**src/rtl/fir_ctrl_pkg.sv**
```systemverilog
`default_nettype none
// ============================================================================
// Module   : fir_ctrl_pkg
// Purpose  : Shared types and constants for the FIR burst sequencer. Holds
//            the controller state encoding, the default datapath sizes and a
//            constant-evaluable ceil(log2) helper.
// Revision : 1.0 - initial release
// ============================================================================
package fir_ctrl_pkg;

  // Sequencer states: ACCEPT takes input samples, FLUSH feeds zeros to the
  // FIR after a burst. FLUSH is only reachable in the tail-flush build.
  typedef enum logic [0:0] {
    ACCEPT = 1'b0,
    FLUSH  = 1'b1
  } ctrl_state_e;

  localparam int DEF_TAPS = 16;
  localparam int DEF_DW   = 12;
  localparam int DEF_OW   = 29;

  // ceil(log2(value)); returns 0 for value <= 1.
  function automatic int clog2(input int value);
    int r;
    r = 0;
    while ((1 << r) < value) begin
      r = r + 1;
    end
    return r;
  endfunction

endpackage
`default_nettype wire

```
**src/rtl/fir_ctrl_fifo.sv**
```systemverilog
`default_nettype none
// ============================================================================
// Module   : fir_ctrl_fifo
// Purpose  : Synchronous first-word-fall-through FIFO on registered storage.
//            The head entry is presented on dout_o whenever empty_o is low.
//            Pushes while full and pops while empty are ignored.
// Ports    : clk, rst       - clock, asynchronous active-high reset
//            push_i, din_i  - write strobe and data
//            pop_i          - consume the head entry
//            dout_o         - head entry (valid when !empty_o)
//            count_o        - number of stored entries (0..DEPTH)
//            full_o/empty_o - occupancy flags
// Revision : 1.0 - initial release
// ============================================================================
module fir_ctrl_fifo
  import fir_ctrl_pkg::*;
#(
  parameter int WIDTH = 1,
  parameter int DEPTH = 8
) (
  input  logic                  clk,
  input  logic                  rst,
  input  logic                  push_i,
  input  logic [WIDTH-1:0]      din_i,
  input  logic                  pop_i,
  output logic [WIDTH-1:0]      dout_o,
  output logic [clog2(DEPTH):0] count_o,
  output logic                  full_o,
  output logic                  empty_o
);

  localparam int c_aw = clog2(DEPTH);

  logic [WIDTH-1:0] mem_q [DEPTH];
  logic [c_aw-1:0]  wr_ptr_q;
  logic [c_aw-1:0]  rd_ptr_q;
  logic [c_aw:0]    count_q;
  logic             w_push;
  logic             w_pop;

  assign full_o  = (count_q == (c_aw+1)'(DEPTH));
  assign empty_o = (count_q == '0);
  assign count_o = count_q;
  assign dout_o  = mem_q[rd_ptr_q];

  assign w_push = push_i && !full_o;
  assign w_pop  = pop_i && !empty_o;

  // DEPTH is a power of two, so the pointers wrap naturally.
  always_ff @(posedge clk or posedge rst) begin
    if (rst) begin
      wr_ptr_q <= '0;
      rd_ptr_q <= '0;
      count_q  <= '0;
    end else begin
      if (w_push) wr_ptr_q <= wr_ptr_q + 1'b1;
      if (w_pop)  rd_ptr_q <= rd_ptr_q + 1'b1;
      case ({w_push, w_pop})
        2'b10:   count_q <= count_q + 1'b1;
        2'b01:   count_q <= count_q - 1'b1;
        default: count_q <= count_q;
      endcase
    end
  end

  // Storage needs no reset: an entry is only observed after it was written.
  always_ff @(posedge clk) begin
    if (w_push) mem_q[wr_ptr_q] <= din_i;
  end

endmodule
`default_nettype wire

```
**src/rtl/fir_stream_ctrl.sv**
```systemverilog
`default_nettype none
// ============================================================================
// Module   : fir_stream_ctrl
// Purpose  : Burst sequencer in front of a symmetric FIR without backpressure.
//            Admits valid/ready samples only when every issued item is sure
//            to find a slot in the output FIFO, drives the FIR en/xin pair,
//            and collects results with end-of-burst marking.
// Option   : FIR_CTRL_TAIL_FLUSH_EN - when defined, every burst is followed
//            by TAPS-1 zero samples and m_last marks the final tail output.
// Ports    : s_valid/s_ready/s_data/s_last  - input sample stream
//            fir_en/fir_xin                 - FIR input (registered)
//            fir_valid/fir_yout             - FIR result
//            m_valid/m_ready/m_data/m_last  - output result stream
//            err                            - sticky protocol error
// Revision : 1.0 - initial release
// ============================================================================
module fir_stream_ctrl
  import fir_ctrl_pkg::*;
#(
  parameter int TAPS       = DEF_TAPS,
  parameter int DW         = DEF_DW,
  parameter int OW         = DEF_OW,
  parameter int FIFO_DEPTH = 8
) (
  input  logic          clk,
  input  logic          rst,
  input  logic          s_valid,
  output logic          s_ready,
  input  logic [DW-1:0] s_data,
  input  logic          s_last,
  output logic          fir_en,
  output logic [DW-1:0] fir_xin,
  input  logic          fir_valid,
  input  logic [OW-1:0] fir_yout,
  output logic          m_valid,
  input  logic          m_ready,
  output logic [OW-1:0] m_data,
  output logic          m_last,
  output logic          err
);

  localparam int c_cw = clog2(FIFO_DEPTH);

  logic          fir_en_q, fir_en_d;
  logic [DW-1:0] fir_xin_q, fir_xin_d;
  logic [c_cw:0] inflight_q, inflight_d;
  logic          err_q, err_d;

  logic          w_tag_in;
  logic          w_tag_head;
  logic          w_tag;
  logic          w_tag_full;
  logic          w_tag_empty;
  logic [c_cw:0] w_tag_cnt;

  logic [OW:0]   w_out_head;
  logic [c_cw:0] w_out_cnt;
  logic          w_out_full;
  logic          w_out_empty;

  logic [c_cw+1:0] w_occ;
  logic            w_credit;
  logic            w_ret_ok;
  logic            w_pop;

`ifdef FIR_CTRL_TAIL_FLUSH_EN
  localparam int c_zw = clog2(TAPS) + 1;
  ctrl_state_e     state_q, state_d;
  logic [c_zw-1:0] zcnt_q, zcnt_d;
`endif

  // Everything that will eventually occupy an output slot: results still in
  // the FIR, results already queued, and the item being handed over now.
  assign w_occ    = (c_cw+2)'(inflight_q) + (c_cw+2)'(w_out_cnt) + (c_cw+2)'(fir_en_q);
  assign w_credit = (w_occ < (c_cw+2)'(FIFO_DEPTH)) && !w_tag_full;

  // A result is only accepted when something is actually outstanding.
  assign w_ret_ok = fir_valid && (inflight_q != '0) && (w_tag_cnt != '0);
  assign w_tag    = w_tag_head && !w_tag_empty;

  // ---------------------------------------------------------------------------
  // Issue side: admission, FIR drive and (optionally) the zero tail
  // ---------------------------------------------------------------------------
  always_comb begin
    s_ready   = 1'b0;
    fir_en_d  = 1'b0;
    fir_xin_d = fir_xin_q;
    w_tag_in  = 1'b0;
`ifdef FIR_CTRL_TAIL_FLUSH_EN
    state_d   = state_q;
    zcnt_d    = zcnt_q;
    case (state_q)
      ACCEPT: begin
        s_ready = w_credit;
        if (s_valid && w_credit) begin
          fir_en_d  = 1'b1;
          fir_xin_d = s_data;
          if (s_last) begin
            state_d = FLUSH;
            zcnt_d  = c_zw'(TAPS - 1);
          end
        end
      end
      FLUSH: begin
        if (w_credit) begin
          fir_en_d  = 1'b1;
          fir_xin_d = '0;
          zcnt_d    = zcnt_q - 1'b1;
          // The last zero carries the end-of-burst tag.
          if (zcnt_q == c_zw'(1)) begin
            w_tag_in = 1'b1;
            state_d  = ACCEPT;
          end
        end
      end
      default: state_d = ACCEPT;
    endcase
`else
    s_ready = w_credit;
    if (s_valid && w_credit) begin
      fir_en_d  = 1'b1;
      fir_xin_d = s_data;
      w_tag_in  = s_last;
    end
`endif
  end

  // ---------------------------------------------------------------------------
  // Return side bookkeeping
  // ---------------------------------------------------------------------------
  always_comb begin
    inflight_d = inflight_q;
    if (fir_en_q && !w_ret_ok) begin
      inflight_d = inflight_q + 1'b1;
    end else if (!fir_en_q && w_ret_ok) begin
      inflight_d = inflight_q - 1'b1;
    end
    err_d = err_q
          | (fir_valid && (inflight_q == '0))
          | (w_ret_ok && w_out_full);
  end

  always_ff @(posedge clk or posedge rst) begin
    if (rst) begin
      fir_en_q   <= 1'b0;
      fir_xin_q  <= '0;
      inflight_q <= '0;
      err_q      <= 1'b0;
    end else begin
      fir_en_q   <= fir_en_d;
      fir_xin_q  <= fir_xin_d;
      inflight_q <= inflight_d;
      err_q      <= err_d;
    end
  end

`ifdef FIR_CTRL_TAIL_FLUSH_EN
  always_ff @(posedge clk or posedge rst) begin
    if (rst) begin
      state_q <= ACCEPT;
      zcnt_q  <= '0;
    end else begin
      state_q <= state_d;
      zcnt_q  <= zcnt_d;
    end
  end
`endif

  // ---------------------------------------------------------------------------
  // Tag FIFO: one end-of-burst bit per issued item, popped as results return
  // ---------------------------------------------------------------------------
  fir_ctrl_fifo #(
    .WIDTH (1),
    .DEPTH (FIFO_DEPTH)
  ) u_tag_fifo (
    .clk     (clk),
    .rst     (rst),
    .push_i  (fir_en_d),
    .din_i   (w_tag_in),
    .pop_i   (w_ret_ok),
    .dout_o  (w_tag_head),
    .count_o (w_tag_cnt),
    .full_o  (w_tag_full),
    .empty_o (w_tag_empty)
  );

  // ---------------------------------------------------------------------------
  // Output FIFO: {last, result}
  // ---------------------------------------------------------------------------
  assign w_pop = !w_out_empty && m_ready;

  fir_ctrl_fifo #(
    .WIDTH (OW + 1),
    .DEPTH (FIFO_DEPTH)
  ) u_out_fifo (
    .clk     (clk),
    .rst     (rst),
    .push_i  (w_ret_ok),
    .din_i   ({w_tag, fir_yout}),
    .pop_i   (w_pop),
    .dout_o  (w_out_head),
    .count_o (w_out_cnt),
    .full_o  (w_out_full),
    .empty_o (w_out_empty)
  );

  assign fir_en  = fir_en_q;
  assign fir_xin = fir_xin_q;
  assign m_valid = !w_out_empty;
  // Storage is not reset, so the head is masked while nothing is queued.
  assign m_data  = w_out_empty ? '0 : w_out_head[OW-1:0];
  assign m_last  = !w_out_empty && w_out_head[OW];
  assign err     = err_q;

endmodule
`default_nettype wire

```
**config.mk**
```make
export PLATFORM = sky130hd
export DESIGN_NAME = fir_stream_ctrl
export DESIGN_NICKNAME = d
export VERILOG_FILES = /design/src/rtl/fir_ctrl_pkg.sv /design/src/rtl/fir_ctrl_fifo.sv /design/src/rtl/fir_stream_ctrl.sv
export SDC_FILE = /design/constraint.sdc
export NUM_CORES = 1
export LEC_CHECK = 0
export CELL_PAD_IN_SITES_DETAIL_PLACEMENT = 2
export CELL_PAD_IN_SITES_GLOBAL_PLACEMENT = 2
export CORE_UTILIZATION = 45
export DETAILED_ROUTE_END_ITERATION = 7
export PLACE_DENSITY_LB_ADDON = 0.15
export SYNTH_ARGS = -nofsm -noshare
export SYNTH_HDL_FRONTEND = slang
export SYNTH_HIERARCHICAL = 1
export SYNTH_SLANG_ARGS = --single-unit
```
**constraint.sdc**
```tcl
create_clock -name clk -period 5.19 [get_ports clk]
set_clock_uncertainty 0.1 [all_clocks]
set_input_delay 1.2975 -clock clk [delete_from_list [all_inputs] [get_ports clk]]
set_output_delay 1.2975 -clock clk [all_outputs]
set_load 0.05 [all_outputs]
```
# ---- Yosys cells after proc, flatten, opt, wreduce, memory -nomap -nowiden
# Memories as Yosys holds them, arrays and structs flattened.
# Cells that the tools add are included.
dict set report totals {
  regBits 38
  mem_bits_rw 248
  input_bits 47
  elab_cells 73
  n_memories 2
  output_inout_bits 46
}
# memory words width rd rd_ports_with_merged_regs write_ports line
set memory_table {}
lappend memory_table {u_out_fifo.mem_q 8 30 1 0 1 fir_ctrl_fifo.sv:34} ;# logic [WIDTH-1:0] mem_q [DEPTH];
lappend memory_table {u_tag_fifo.mem_q 8 1 1 0 1 fir_ctrl_fifo.sv:34}
dict set report op_classes {
  n_mux 11
  n_eq_ne 6
  reduce_logical 29
  bitwise 2
  magnitude_cmp 1
  add_sub_neg 12
}
# op n
set op_table {}
lappend op_table {{two-way mux 29 bit} 1}
lappend op_table {{case mux 4 bit (2 select lines)} 2}
lappend op_table {{logical AND 1 bit} 15}
lappend op_table {{adder 3 x 1 -> 3 bit (second input constant)} 4}
lappend op_table {{adder 4 x 1 -> 4 bit (second input constant)} 3}
lappend op_table {{zero test 4 bit} 3}
lappend op_table {{subtractor 4 x 1 -> 4 bit (second input constant)} 3}
lappend op_table {{== test 4 bit (second input constant)} 2}
lappend op_table {{two-way mux 4 bit} 2}
lappend op_table {{nonzero test 4 bit} 2}
lappend op_table {{zero test 1 bit} 6}
lappend op_table {{two-way mux 1 bit} 6}
lappend op_table {{nonzero test 2 bit} 3}
lappend op_table {{adder 4 x 4 -> 5 bit} 1}
lappend op_table {{adder 5 x 1 -> 5 bit} 1}
lappend op_table {{less-than comparator 5 x 4 -> 1 bit (second input constant)} 1}
lappend op_table {{== test 2 x 1 -> 1 bit (second input constant)} 2}
lappend op_table {{== test 2 bit (second input constant)} 2}
lappend op_table {{bitwise OR 1 bit} 2}

# ---- Longest topological paths before layout
dict set report logic_depth {
  ltp_word 9
  ltp_mapped 12
  ltp_nobuf 11
}

# ---- Hierarchy
# Netlist, hierarchy kept.
# module n_inst area_each_um2 seq_area_each_um2 cells_each
set by_module_without_submodules {}
lappend by_module_without_submodules {{fir_ctrl_fifo (u_out_fifo)} 1 9883.2 7457.2 415}
lappend by_module_without_submodules {fir_stream_ctrl 1 1207.4 450.4 108}
lappend by_module_without_submodules {{fir_ctrl_fifo (u_tag_fifo)} 1 962.2 490.5 79}

# ---- Least setup slack after synthesis
# OpenSTA, ideal clock, no wires.
dict set report synth_timing {
  path_type {input-to-reg}
  startpoint {input port fir_valid}
  endpoint {memory u_out_fifo/mem_q[1][0] in the netlist's numbering (enable)}
  slack_ps 910
  setup_time_ps 455
  arrival_ps 3726
  path_stages 4
  n_path_buf 0
  required_ps 4635
  cell_sequence {nand3_1 -> inv_1 -> nand3_1 -> nor3_1}
}
dict set report synth_via {
  elab_chain_cells 5
}
# item line
set synth_lines {}
lappend synth_lines {{start: declaration} fir_stream_ctrl.sv:33} ;# input logic fir_valid,
lappend synth_lines {{logical AND 1 bit (2 in a row)} fir_stream_ctrl.sv:78} ;# assign w_ret_ok = fir_valid && (inflight_q != '0) && (w_tag_cnt != '0);
lappend synth_lines {{via w_ret_ok} fir_stream_ctrl.sv:63} ;# logic w_ret_ok;
lappend synth_lines {{logical AND 1 bit} fir_ctrl_fifo.sv:46} ;# assign w_push = push_i && !full_o;
lappend synth_lines {{two-way mux 1 bit} fir_ctrl_fifo.sv:68} ;# if (w_push) mem_q[wr_ptr_q] <= din_i;
lappend synth_lines {{two-way mux 1 bit (not written as such)} fir_ctrl_fifo.sv:68}
lappend synth_lines {{end: declaration} fir_ctrl_fifo.sv:34}
# The timed path passes the listed nets, and every way through them passes these cells.

# ---- Worst setup path after layout
dict set report layout_timing {
  startpoint {register u_out_fifo.rd_ptr_q[0]}
  endpoint {output port m_data[2]}
}
dict set report layout_via {
  elab_chain_cells 2
}
# item line
set layout_lines {}
lappend layout_lines {{start: declaration} fir_ctrl_fifo.sv:36} ;# logic [c_aw-1:0] rd_ptr_q;
lappend layout_lines {{start signal: assignment} fir_ctrl_fifo.sv:57} ;# if (w_pop) rd_ptr_q <= rd_ptr_q + 1'b1;
lappend layout_lines {{memory read (8 x 30 bit)} n/a}
lappend layout_lines {{via w_out_head[2]} fir_stream_ctrl.sv:56} ;# logic [OW:0] w_out_head;
lappend layout_lines {{two-way mux 29 bit} fir_stream_ctrl.sv:211} ;# assign m_data = w_out_empty ? '0 : w_out_head[OW-1:0];
lappend layout_lines {{end: declaration} fir_stream_ctrl.sv:37} ;# output logic [OW-1:0] m_data,
# The timed path passes the listed nets, and every way through them passes these cells.

==> implementation parameters <==
Parameter                              Value

Timing
  Transition time at the pin with the least slew margin ... 0.861 ns
  Final period util ... 0.942
  Min cycle time layout ... 4.89 ns
  Number of hold violations in the final report ... 0
  Fmax ... 204 MHz
  Setup total negative slack ... 0 ns
  Setup-failing EPs final ... 0
  Final count of pins violating max slew ... 0
  Unrepaired setup endpoints after global routing ... false
  Max transition margin ... 0.421

Clock tree
  Maximum root-to-sink buffer count ... 3
  Total clock buffers created by CTS ... 30
  Post-CTS clock slew at the launch and capture registers of the worst setup and hold paths ... 0.06 ns
  Clock root buffer master ... clkbuf_16
  Htree depth ... 1
  Number of sinks driven by the clock tree ... 286
  CTS Hold Buffers Added ... 0
  TritonCTS clock tree ... done
  Post-cts sizing count ... 0
  Clock network latency to the later pin of the worst-skew pair ... 0.55 ns
  Buffer count from post-CTS setup fixing ... 0

Yosys
  Multiplexer share of the synthesized area ... 0.184
  Fraction of registers with async set/reset ... 0.133
  Number of different library cells in the post-synthesis netlist ... 49
  Net Count, Synth ... 669
  Dominant combinational cell family by area after synthesis ... multiplexers
  Dominant register cell in the synthesized netlist ... edfxtp_1
  Post-synthesis share of cell area spent on xor and xnor gates ... 0.0102
  Synth Area in Simple Gates ... 0.0502
  Post-Synthesis Cells ... 602
  Post-synthesis instance area ... approximately 12000 µm²
  Synthesized-area fraction occupied by adder cells ... 0.0226
  Yosys synthesis warning count ... 6
  Number of synthesized register bits ... around 290
  Compound-cell area share of the yosys netlist ... 0.0173
  Post-synthesis sequential area ratio ... 0.697
  Number of enable flip-flop cells after synthesis ... 248
  Post-synthesis average cell area ... 20.0 µm²

Route
  Final ANT Viol Nets ... 0
  Number of iterations in the first detailed-routing pass ... 6
  Detailed-route vias per instance ... 5.71
  Routed len/inst ... 28.7 µm
  DRC violations left ... 16
  Via count of the routed design ... 6146
  Total Wirelength ... a little over 30000 µm
  Starting DRC count in detailed routing ... around 380

Floorplanning
  Site row count ... 59
  Die Width ... ~170 µm
  Starting Density ... 0.461
  Die outline area ... 27400 µm²
  Boundary pin count ... 93
  Core area ... between 20000 and 30000 µm²
  Die outline height ... 166 µm

Power
  Worst supply voltage drop on vdd ... 0.517 mV
  Static Leakage ... 0.00508 µW
  Pwr dens ... 683 nW/µm²

Global route
  Total routing usage reported by global routing ... 0.231
  Maximum number of pins on one net before global-route repair ... 35
  Grt ovf ... 0
  Antenna violations before repair ... 0
  Global-route wire length before repair ... between 40000 and 50000 µm
  Vias in the first global route ... 6936

Layout
  Cell area after layout ... 14500 µm²
  Number of fill cells ... around 2200
  Number of standard cells in the final layout excluding fillers ... 1076
  Area of the multi-input gates ... about 3500 µm²
  Final net count ... between 700 and 800
  Area Overhead vs Synth ... 20.1%
  Share of layout cells above drive strength 1 ... 0.184
  Sequential cell area in the final layout ... 8400 µm²

Hold path
  Type of the most critical hold path ... register to register
  Number of stages on the worst hold path ... 1
  Min-Delay Endpoint ... err$_DFF_PP0_
  Worst Hold Launch ... err$_DFF_PP0_

Worst setup path
  CP startpoint kind ... register
  Critical path's largest stage delay ... 0.85 ns
  Slowest library cell on the worst path ... dfrtp_4
  Setup CP Type ... register to output port
  Required arrival time at the worst endpoint ... between 3 and 4 ns
  Maximum fanout along the worst path ... 34
  Length in cells of the worst reg-to-reg path ... 9
  WP data arrival ... 3.49 ns
  Slack of the worst reg-to-reg path ... roughly 1.4 ns
  Startpoint of the most critical register-to-register path ... u_out_fifo/count_o[0]$_DFFE_PP0P_
  Sort of element at the end of the critical path ... output port
  Chain of cells forming the critical path ... buf_4, mux4_1, mux2_2, nor2b_1, clkdlybuf4s50_1
  Destination of the worst register-to-register timing path ... u_out_fifo/count_o[3]$_DFFE_PP0P_

Placed design
  Weighted congestion reported at the end of routability-driven placement ... a little over 0.7
  DP Cell Count ... 1019
  Buffers added on ports ... 92
  DP Area ... 13400 µm²
  DP HPWL ... between 15000 and 20000 µm

Run status
  Violations in the final reports ... design-rule violations
  Status ... complete, but fails checks

Run
  Max-Cap Viols ... 0
## per-stage QoR
stage                      util  power (µW)  setup slack, ns  hold WS, ns
final                     0.554        9880            0.299        0.380
after global routing      0.554       10300            0.185        0.410
after CTS                 0.554        9990            0.244        0.385
after detailed placement  0.514        7700            0.854        0.368
after global placement    0.514        7420            0.915        0.338
after floorplan               -        6280            0.910        0.353
## state kept, by name, summed over array words and instances (netlist names)
signal               count
u_out_fifo/rd_ptr_q      3
u_tag_fifo/rd_ptr_q      3
fir_xin                 12
u_tag_fifo/count_o       4
u_tag_fifo/wr_ptr_q      3
u_out_fifo/wr_ptr_q      3
inflight_q               4
err                      1
u_out_fifo/mem_q       240
u_tag_fifo/mem_q         8
u_out_fifo/count_o       4
fir_en                   1
## routing by layer
layer	wire, µm	track usage	up-vias	part of all wire
met1	12200	0.281	3265	0.39
li1	-	-	2697	-
met4	588	0.0544	0	0.019
met2	16900	0.433	134	0.55
met5	0	0	-	0
met3	1180	0.0303	50	0.038
## Yosys cell counts, drive strengths merged (3+ instances only)
| master | count | area [µm²] |
|---|---|---|
| xnor2 | 12 | 105 |
| clkbuf | 15 | 56.3 |
| nand3 | 9 | 45.0 |
| or4 | 3 | 22.5 |
| o211ai | 3 | 36.3 |
| a21oi | 5 | 25.0 |
| nand3b | 4 | 30.0 |
| nor3 | 4 | 20.0 |
| fa | 3 | 60.1 |
| or4b | 4 | 47.6 |
| edfxtp | 248 | 7450 |
| nand2 | 15 | 63.8 |
| inv | 19 | 71.3 |
| mux4 | 62 | 1620 |
| mux2 | 48 | 574 |
| mux2i | 3 | 30.0 |
| nor2 | 13 | 48.8 |
| buf | 9 | 95.1 |
| nor3b | 5 | 37.5 |
| ha | 17 | 213 |
| nand2b | 4 | 25.0 |
| o21ai | 4 | 20.0 |
| or3 | 3 | 18.8 |
| nor4 | 3 | 33.8 |
| nor2b | 32 | 200 |
| dfrtp | 38 | 951 |
## cells in the final DEF (no fill, tap or decap), drive strengths merged, types with 4 or more instances in the layout
cell,count
nor2b,32
clkdlybuf4s50,92
dfrtp,38
inv,20
clkbuf,39
nand3b,4
a21oi,5
or4b,4
o21ai,4
nand2,15
nor3,4
nand2b,4
mux2,48
clkinv,10
ha,17
edfxtp,248
nor3b,5
buf,14
nor2,13
mux4,62
nand3,9
xnor2,12
## worst max path at each step
stage / start / end / slack (ns) / cells after the start
detailed placement: u_out_fifo/rd_ptr_q[0]$_DFFE_PP0P_ / m_data[2] / 0.85 / 5
CTS: u_out_fifo/rd_ptr_q[0]$_DFFE_PP0P_ / m_data[2] / 0.24 / 5
global placement: u_out_fifo/rd_ptr_q[0]$_DFFE_PP0P_ / m_data[5] / 0.91 / 5
finish: u_out_fifo/rd_ptr_q[0]$_DFFE_PP0P_ / m_data[2] / 0.30 / 5
floorplan: fir_valid / u_out_fifo/mem_q[1][0]$_DFFE_PP_ / 0.91 / 4
global route: u_out_fifo/rd_ptr_q[0]$_DFFE_PP0P_ / m_data[2] / 0.18 / 5
## cells by family after synthesis
family,Yosys count
fa+ha+maj,20
mux,113
simple gates,101
buf+inv,43
flops,286
xor+xnor,14
compound gates,25
## power breakdown
part	internal [µW]	switching [µW]
registers	3000	414
clock network	1310	915
logic	1770	2470
total	6080	3800
## cell type report
class / instances / share of cell area
diodes: 1 / 0.000173
inverters: 19 / 0.00493
flip-flops and latches: 286 / 0.581
multi-input cells: 273 / 0.241
repair buffers: 106 / 0.0726
clock buffers: 39 / 0.0591
well taps: 335 / 0.0290
clock inverters: 17 / 0.0120
## critical path: cells and delay by family (launching register included)
kind                   cells  cell delay (ns)
buffers and inverters      2             1.08
flip-flops                 1             0.85
multiplexers               2             0.86
AND/OR/NAND/NOR            1             0.14
(Power assumes the default switching activity.)
